--- config.mk ---
export PLATFORM = sky130hd
export DESIGN_NAME = b_req_receiver
export DESIGN_NICKNAME = d
export VERILOG_FILES = /design/src/rtl/a_b_pkg.sv /design/src/rtl/b_req_fifo.sv /design/src/rtl/b_req_receiver.sv
export SDC_FILE = /design/constraint.sdc
export NUM_CORES = 1
export LEC_CHECK = 0
export ABC_CLOCK_PERIOD_IN_PS = 6150
export CAP_MARGIN = 20
export CORE_MARGIN = 2
export CORE_UTILIZATION = 45
export DETAILED_ROUTE_END_ITERATION = 8
export GPL_TIMING_DRIVEN = 0
export SYNTH_ARGS = -nofsm -noshare
export SYNTH_HDL_FRONTEND = slang
export SYNTH_SLANG_ARGS = --single-unit
--- constraint.sdc ---
create_clock -name clk -period 6.15 [get_ports clk]
set_input_delay 1.5375 -clock clk [delete_from_list [all_inputs] [get_ports clk]]
set_output_delay 1.5375 -clock clk [all_outputs]
set_load 0.03 [all_outputs]
--- src/rtl/a_b_pkg.sv ---
// Shared types for the A->B request interface.
package a_b_pkg;

    localparam int unsigned ADDR_W = 12;

    typedef logic [ADDR_W-1:0] addr_t;

    typedef struct packed {
        addr_t addr;
        logic  err;
    } b_req_t;

endpackage

--- src/rtl/b_req_fifo.sv ---
// Synchronous FIFO of b_req_t entries. Occupancy is tracked with an explicit level counter.
module b_req_fifo
    import a_b_pkg::*;
#(
    parameter int unsigned DEPTH = 8
) (
    input  logic                     clk,
    input  logic                     rst_n,
    input  logic                     push,
    input  b_req_t                   wdata,
    input  logic                     pop,
    output b_req_t                   rdata,
    output logic                     full,
    output logic                     empty,
    output logic [$clog2(DEPTH):0]   level
);

    localparam int unsigned PW = $clog2(DEPTH);
    localparam int unsigned LW = PW + 1;

    b_req_t          mem_q [DEPTH];
    logic [PW-1:0]   wr_ptr_q;
    logic [PW-1:0]   rd_ptr_q;
    logic [LW-1:0]   level_q;

    assign rdata = mem_q[rd_ptr_q];
    assign full  = (level_q == LW'(DEPTH));
    assign empty = (level_q == '0);
    assign level = level_q;

    // Storage is reset so the head reads as zero straight out of reset.
    always_ff @(posedge clk or negedge rst_n) begin
        if (!rst_n) begin
            for (int i = 0; i < int'(DEPTH); i++) begin
                mem_q[i] <= '0;
            end
            wr_ptr_q <= '0;
            rd_ptr_q <= '0;
            level_q  <= '0;
        end else begin
            if (push) begin
                mem_q[wr_ptr_q] <= wdata;
                wr_ptr_q        <= wr_ptr_q + PW'(1);
            end
            if (pop) begin
                rd_ptr_q <= rd_ptr_q + PW'(1);
            end
            unique case ({push, pop})
                2'b10:   level_q <= level_q + LW'(1);
                2'b01:   level_q <= level_q - LW'(1);
                default: level_q <= level_q;
            endcase
        end
    end

endmodule

--- src/rtl/b_req_receiver.sv ---
// B-side responder: range-checks A requests, buffers them and flags overflow since A cannot stall.
module b_req_receiver
    import a_b_pkg::*;
#(
    parameter int unsigned DEPTH   = 8,
    parameter addr_t       ADDR_LO = 12'h000,
    parameter addr_t       ADDR_HI = 12'hFFF,
    parameter int unsigned DROP_W  = 8
) (
    input  logic                     clk,
    input  logic                     rst_n,
    input  logic                     Enable,
    input  logic                     Valid,
    input  logic [ADDR_W-1:0]        Address,
    output logic                     Out_Valid,
    input  logic                     Out_Ready,
    output logic [ADDR_W-1:0]        Out_Address,
    output logic                     Out_Err,
    output logic [$clog2(DEPTH):0]   Level,
    output logic [DROP_W-1:0]        Drop_Count,
    output logic                     Overflow,
    input  logic                     Clr_Overflow
);

    logic              push_req;
    logic              pop;
    logic              fifo_push;
    logic              drop;
    logic              full;
    logic              empty;
    logic [ADDR_W:0]   offset;
    b_req_t            wdata;
    b_req_t            head;
    b_req_t            last_q;
    logic [DROP_W-1:0] drop_count_q;
    logic              overflow_q;

    // One extra bit: addresses below ADDR_LO wrap above the span and fail the single compare.
    assign offset     = {1'b0, Address} - {1'b0, ADDR_LO};
    assign wdata.addr = Address;
    assign wdata.err  = (offset > {1'b0, ADDR_HI - ADDR_LO});

    assign push_req  = Enable & Valid;
    assign pop       = ~empty & Out_Ready;
    assign fifo_push = push_req & (~full | pop);
    assign drop      = push_req & full & ~pop;

    b_req_fifo #(
        .DEPTH (DEPTH)
    ) u_fifo (
        .clk   (clk),
        .rst_n (rst_n),
        .push  (fifo_push),
        .wdata (wdata),
        .pop   (pop),
        .rdata (head),
        .full  (full),
        .empty (empty),
        .level (Level)
    );

    always_ff @(posedge clk or negedge rst_n) begin
        if (!rst_n) begin
            last_q       <= '0;
            drop_count_q <= '0;
            overflow_q   <= 1'b0;
        end else begin
            if (pop) begin
                last_q <= head;
            end
            // A drop in the same cycle as a clear wins over the clear.
            if (drop) begin
                overflow_q <= 1'b1;
                if (Clr_Overflow) begin
                    drop_count_q <= DROP_W'(1);
                end else if (drop_count_q != '1) begin
                    drop_count_q <= drop_count_q + DROP_W'(1);
                end
            end else if (Clr_Overflow) begin
                overflow_q   <= 1'b0;
                drop_count_q <= '0;
            end
        end
    end

    // Once drained, keep presenting the last entry consumed.
    always_comb begin
        Out_Valid   = ~empty;
        Out_Address = empty ? last_q.addr : head.addr;
        Out_Err     = empty ? last_q.err  : head.err;
    end

    assign Drop_Count = drop_count_q;
    assign Overflow   = overflow_q;

endmodule

==> results of run 1 <==
## final timing paths
path,start,endpoint,slack (ns)
setup / recovery,u_fifo.rd_ptr_q[1],Out_Address[10],1.43
hold / removal,last_q[2],last_q[2],0.48
min in group asynchronous,rst_n,Drop_Count[7],1.12
setup reg to reg,u_fifo.level[2],u_fifo.level[2],3.30
max in group asynchronous,rst_n,u_fifo.mem_q[22],4.26
hold reg to reg,last_q[2],last_q[2],0.48
## report_power, final
group | internal (mW) | switching [mW] | leakage [nW]
clock | 0.649 | 0.364 | 0.289
sequential | 1.27 | 0.219 | 1.71
combinational | 0.886 | 0.844 | 1.27
## placed cells by master (no fill, tap or decap), types with 2 or more instances in the layout
cell             instances
xor2_1                   4
dfrtp_1                136
xnor2_1                  5
clkbuf_8                 5
mux2i_1                 15
clkbuf_16               17
ha_1                     6
nor4_4                   2
nor3_2                   2
buf_6                    2
inv_1                    5
o31ai_1                  3
clkinvlp_4               2
a21oi_1                 22
or3_1                    2
buf_1                    2
mux4_2                  26
nor2_1                  16
nor2b_1                  5
and2_1                   5
nand3b_1                 2
clkdlybuf4s50_1         42
nand4_1                  4
nor4bb_1                 2
or4_1                    4
bufinv_16                2
mux2_2                  98
buf_4                    7
clkinv_2                 3
nand3_1                  6
clkbuf_1                 8
o21ai_0                 18
buf_2                    8
nand2_1                 23
## registers in the layout (all words and copies together) (netlist names)
name             cells
Drop_Count           8
Overflow             1
last_q              13
u_fifo.level         4
u_fifo.mem_q       104
u_fifo.rd_ptr_q      3
u_fifo.wr_ptr_q      3
## cell families after synthesis
| group | after synthesis |
|---|---|
| XOR/XNOR | 9 |
| buffers and inverters | 29 |
| adder cells (fa/ha/maj) | 6 |
| multiplexers | 139 |
| AO/OA/AOI/OAI | 47 |
| AND/OR/NAND/NOR | 77 |
| flip-flops | 136 |
## stage by stage
| step | setup slack, ns | cells | TNS, ns |
|---|---|---|---|
| after floorplan | 2.47 | 443 | 0 |
| after global placement | -1.82 | 666 | -245.94 |
| after detailed placement | 1.85 | 667 | 0 |
| after CTS | 1.39 | 699 | 0 |
| after global routing | 1.23 | 699 | 0 |
| final | 1.43 | 699 | 0 |
## worst reg2reg max path: stages (launching register included)
cell     delay, ns
dfrtp_1       0.47
or4_1         0.53
buf_2         0.20
nand2_1       0.10
buf_4         0.16
inv_1         0.10
ha_1          0.28
xor2_1        0.19
ha_1          0.20
a21oi_1       0.14
xor2_1        0.15
nor2_1        0.06
xor2_1        0.14
## routing by layer
metal | track usage [%] | wire (um)
met1 | 27.9 | 6290
met2 | 30.3 | 6370
met3 | 4.68 | 621
met4 | 6.03 | 180
met5 | 0 | 0
## area by class of cell
| class | instances | area [um2] |
|---|---|---|
| sequential | 136 | 3400 |
| multi-input combinational | 278 | 2700 |
| buffer | 24 | 135 |
| fill | 1127 | 6180 |
| clock buffer | 25 | 505 |
| clock inverter | 7 | 90.1 |
| inverter | 5 | 18.8 |
| tap | 180 | 225 |
| timing repair buffer | 44 | 459 |
==> flow_summary.toml, run 1 <==
[logic_synthesis]
synth_commonest_cells = "dfrtp_1 (136), mux2_2 (98), mux4_2 (26)"
ys_top_cells_by_area = "dfrtp_1 (54%), mux2_2 (18%), mux4_2 (9.4%), mux2i_1 (2.4%), a21oi_1 (1.8%)"
synth-edff-count = 0
avgSynthCellArea_um2 = 14.1
synthAdderAreaFrac_pct = 1.20
synth.distinct_cells = 37
synth_compound_area_share_pct = 4.20
post_synth_mux_area_share_pct = 29.4
synthCells = 443
yosys.area_share.simple_pct = 7.10
synth_flop_cell = "dfrtp_1"
synth_xor_area_share_pct = 1.26
synth.most_common_cell = "dfrtp_1"
synth.net_count = 467
seq_area_frac_synth_pct = 54.4
synth_top_area_cell = "dfrtp_1"
yosys.area.top_type_share_pct = 54.4
yosys_warnings = 0
synth_top_family_by_area = "multiplexers"
synth-seq-cells = 136
syn_area_mm2 = 0.00626
async_reset_ff_share_pct = 100

[final_layout]
postLayoutCoreUtil_pct = 54.9
layout.nets = 530
synthToLayoutAreaGrowth_pct = 20.5
diodes = 0
layout-drive-gt1-share_pct = 34.9
finalInstanceArea_mm2 = 0.00754

[detailed_routing]
via_per_inst = 5.54
drt_first_pass_iters = 4
vias = 3869
ant_nets = 0
wirelength_um = 13500
wl_per_cell_um = 19.3
drt_drc_violations_left = 0
drt_iter0_drc = 233

[place]
gp_congestion = 0.790
postPlaceCellArea_mm2 = 0.00694
port_buffers = 43
dpl.hpwl_um = 8950

[floorplan]
die_w_um = 122
rows = 43
die_h_um = 122
core_area_mm2 = 0.0137
start_util_pct = 45.6
io_pins = 45
die_area_mm2 = 0.0149

[clock_network]
cts_resized = 0
cts_tree = "built"
ctsHoldBuffers = 0
cts.sinks = 136
clkLatencyLatePin_ns = 0.41
cts_buffers = 17
root_buffer = "clkbuf_16"
clkTransAtPathRegs_ns = 0.06
htreeDepth = 4
cts_buffer_depth = 2
postCtsSetupRepairBufs = 0

[sta]
post-route-period-util_pct = 76.8
rsz0062_at_grt = "no"
slew_viol_final = 0
timing.hold.ws_ns = 0.482
finClkSkew_ns = 0.00613
tightest_slew_ns = 0.885
hold_viol = 0
slew_headroom_pct = 41.0
timing.fmax_ghz = 0.212
finalCriticalPeriod_ns = 4.72
setup_viol = 0

[critical_path]
max_stage_delay_ns = 0.62
cp.required_ns = 4.61
cp_slowest_cell = "clkbuf_1"
worstSetupPathType = "reg -> out"
crit_family = "buffers and inverters"
end_kind = "primary output"
reg2regPathDepth = 12
path_depth = 6
worst-path-buf-inv = 3
arrival_ns = 3.19
worstPathCellList = "clkbuf_2, clkbuf_1, mux4_2, mux2i_1, a21oi_1, clkdlybuf4s50_1"
startpoint_type = "register"
critPathMaxFanout = 10

[flow_run]
maxCapViolCount = 0

[min_path]
hold_path.class = "reg -> reg"
hold_path_depth = 2

[power_and_ir_drop]
power_leakage_nw = 3.27
p_total_mw = 4.23
powerDensity_mw_per_mm2 = 562
peakVddDrop_mv = 0.223

[grt]
grt_max_degree = 70
grt_pass1_vias = 3954
track_usage_pct = 19.7
grt_pass1_wl_um = 21700
grt-ovfl-total = 0
antenna_found_initial = 0

[run_status]
status = "finished clean"
No activity file was read; power rests on OpenSTA's default activity.
==> run 2: changes to the inputs <==
ABC_CLOCK_PERIOD_IN_PS = 4300   (was 6150)
PLACE_DENSITY = 0.66   (was default)
clock period = 4.3 ns   (was 6.15 ns; I/O delays follow)
==> run 2 against run 1 <==
Effect of this change: die area did not move; design area rose by 0.45%; clock skew rose by 0.0019 ns; count of clock-buffer cells in the layout fell by 2; total power rose by 46%; combinational power rose by 45%; non-clock buffer count did not move; sequential cell count did not move; sequential power rose by 43%; final cell count fell by 0.14%; critical path depth fell by 1; worst hold slack improved by 0.0017 ns; critical path type unchanged; largest cell class unchanged.
==> flow_summary.toml, run 2 (synthesis gave the netlist of run 1 again) <==
[critical_path]
critPathMaxFanout = 10
arrival_ns = 3.08
worstSetupPathType = "reg -> out"
cp.required_ns = 3.22
startpoint_type = "register"
end_kind = "primary output"

[run_status]
status = "finished clean"

[floorplan]
die_h_um = 122
die_w_um = 122
rows = 43
die_area_mm2 = 0.0149
start_util_pct = 45.6
core_area_mm2 = 0.0137
io_pins = 45

[grt]
grt-ovfl-total = 0
grt_pass1_wl_um = 21500
grt_pass1_vias = 3974
grt_max_degree = 108
track_usage_pct = 19.4
antenna_found_initial = 0

[clock_network]
htreeDepth = 4
cts_buffers = 17
clkLatencyLatePin_ns = 0.41
postCtsSetupRepairBufs = 0
clkTransAtPathRegs_ns = 0.06
root_buffer = "clkbuf_16"
cts_tree = "built"
cts_buffer_depth = 2
ctsHoldBuffers = 0
cts.sinks = 136

[sta]
finClkSkew_ns = 0.00805
setup_viol = 0
slew_headroom_pct = 39.5
hold_viol = 0
tightest_slew_ns = 0.907
post-route-period-util_pct = 96.5
slew_viol_final = 0
worst_slack_ns = 0.149
finalCriticalPeriod_ns = 4.15
rsz0062_at_grt = "no"
timing.fmax_ghz = 0.241

[final_layout]
synthToLayoutAreaGrowth_pct = 21.0
largest_register_ffs = 104
layout.nets = 530
instances_no_fill = 698
diodes = 0
layout-drive-gt1-share_pct = 35.1
final_cell_mix = "dfrtp_1 (136), mux2_2 (98), clkdlybuf4s50_1 (42), mux4_2 (26), nand2_1 (23)"
n_fill_cell = 1139
final_common_cell = "dfrtp_1"
regMostFlops = "u_fifo.mem_q"

[detailed_routing]
ant_nets = 0
drt_iter0_drc = 226
wl_per_cell_um = 19.1
vias = 3830
via_per_inst = 5.49
drt_drc_violations_left = 0
wirelength_um = 13300
drt_first_pass_iters = 4

[power_and_ir_drop]
power_leakage_nw = 3.29
sw_frac_of_total_pct = 33.5
powerDensity_mw_per_mm2 = 815
intPower_mw = 4.10
power_frac_seq_pct = 34.5
peakVddDrop_mv = 0.319
power_switching_mw = 2.06
combPwrFrac_pct = 40.7
clockPowerShare_pct = 24.8

[place]
gp_congestion = 0.789
place_ws_ns = 0.436
dpl.cell_count = 667
dpl.hpwl_um = 8770
port_buffers = 43

[flow_run]
maxCapViolCount = 0

[min_path]
hold_path.class = "reg -> reg"
-- run 2: critical path: stages, from the launching register on --
cell and delay [ns]:
dfrtp_1 0.32, clkbuf_1 0.33, buf_1 0.73, mux2i_1 0.35, a21oi_1 0.23, clkdlybuf4s50_1 0.69
-- run 2: power groups by stage --
stage	Clock (mW)	Sequential, mW	Combinational, mW
3_3_place_gp	0	2.10	2.46
4_1_cts	1.55	2.13	2.53
5_1_grt	1.62	2.20	2.69
2_1_floorplan	0	2.09	1.74
6_report	1.53	2.13	2.51
3_5_place_dp	0	2.15	2.52
-- run 2: area by class of cell --
cell class / instances / area, um2 / share of cell area (%)
inverter: 5 / 18.8 / 0.248
sequential: 136 / 3400 / 45.0
timing repair buffer: 44 / 459 / 6.07
clock buffer: 23 / 478 / 6.31
clock inverter: 8 / 144 / 1.90
multi-input combinational: 278 / 2700 / 35.7
buffer: 24 / 143 / 1.88
tap: 180 / 225 / 2.97
-- run 2: through the flow --
stage,utilization [%],power [mW],instance area [um2],TNS [ns],hold slack [ns]
2_1_floorplan,-,3.83,6260,0,0.448
3_3_place_gp,50.4,4.56,6910,-401.80,0.462
3_5_place_dp,50.6,4.66,6940,0,0.471
4_1_cts,55.1,6.21,7560,0,0.483
5_1_grt,55.2,6.51,7570,0,0.506
6_report,55.2,6.17,7570,0,0.484
-- run 2: worst paths after layout --
kind	startpoint	end	slack [ns]	cells past startpoint
hold reg to reg	last_q[6]	last_q[6]	0.48	2
setup reg to reg	u_fifo.level[2]	u_fifo.level[2]	1.49	12
setup / recovery	u_fifo.rd_ptr_q[2]	Out_Address[7]	0.15	5
hold / removal	last_q[6]	last_q[6]	0.48	2
min in group asynchronous	rst_n	Drop_Count[5]	0.54	1
max in group asynchronous	rst_n	u_fifo.mem_q[84]	2.95	2
-- run 2: layer usage --
layer	GRT usage, %	share of wire [%]
met1	27.7	47
met2	29.7	48
met3	3.79	4.4
met4	7.18	1.1
met5	0	0
-- run 2: timing repair --
| item | in CTS | in global routing |
|---|---|---|
| pin swaps | 0 | 0 |
| hold endpoints to repair | 0 | 0 |
| endpoints found under the setup margin | 2 | 10 |
| resized for setup | 1 | 4 |
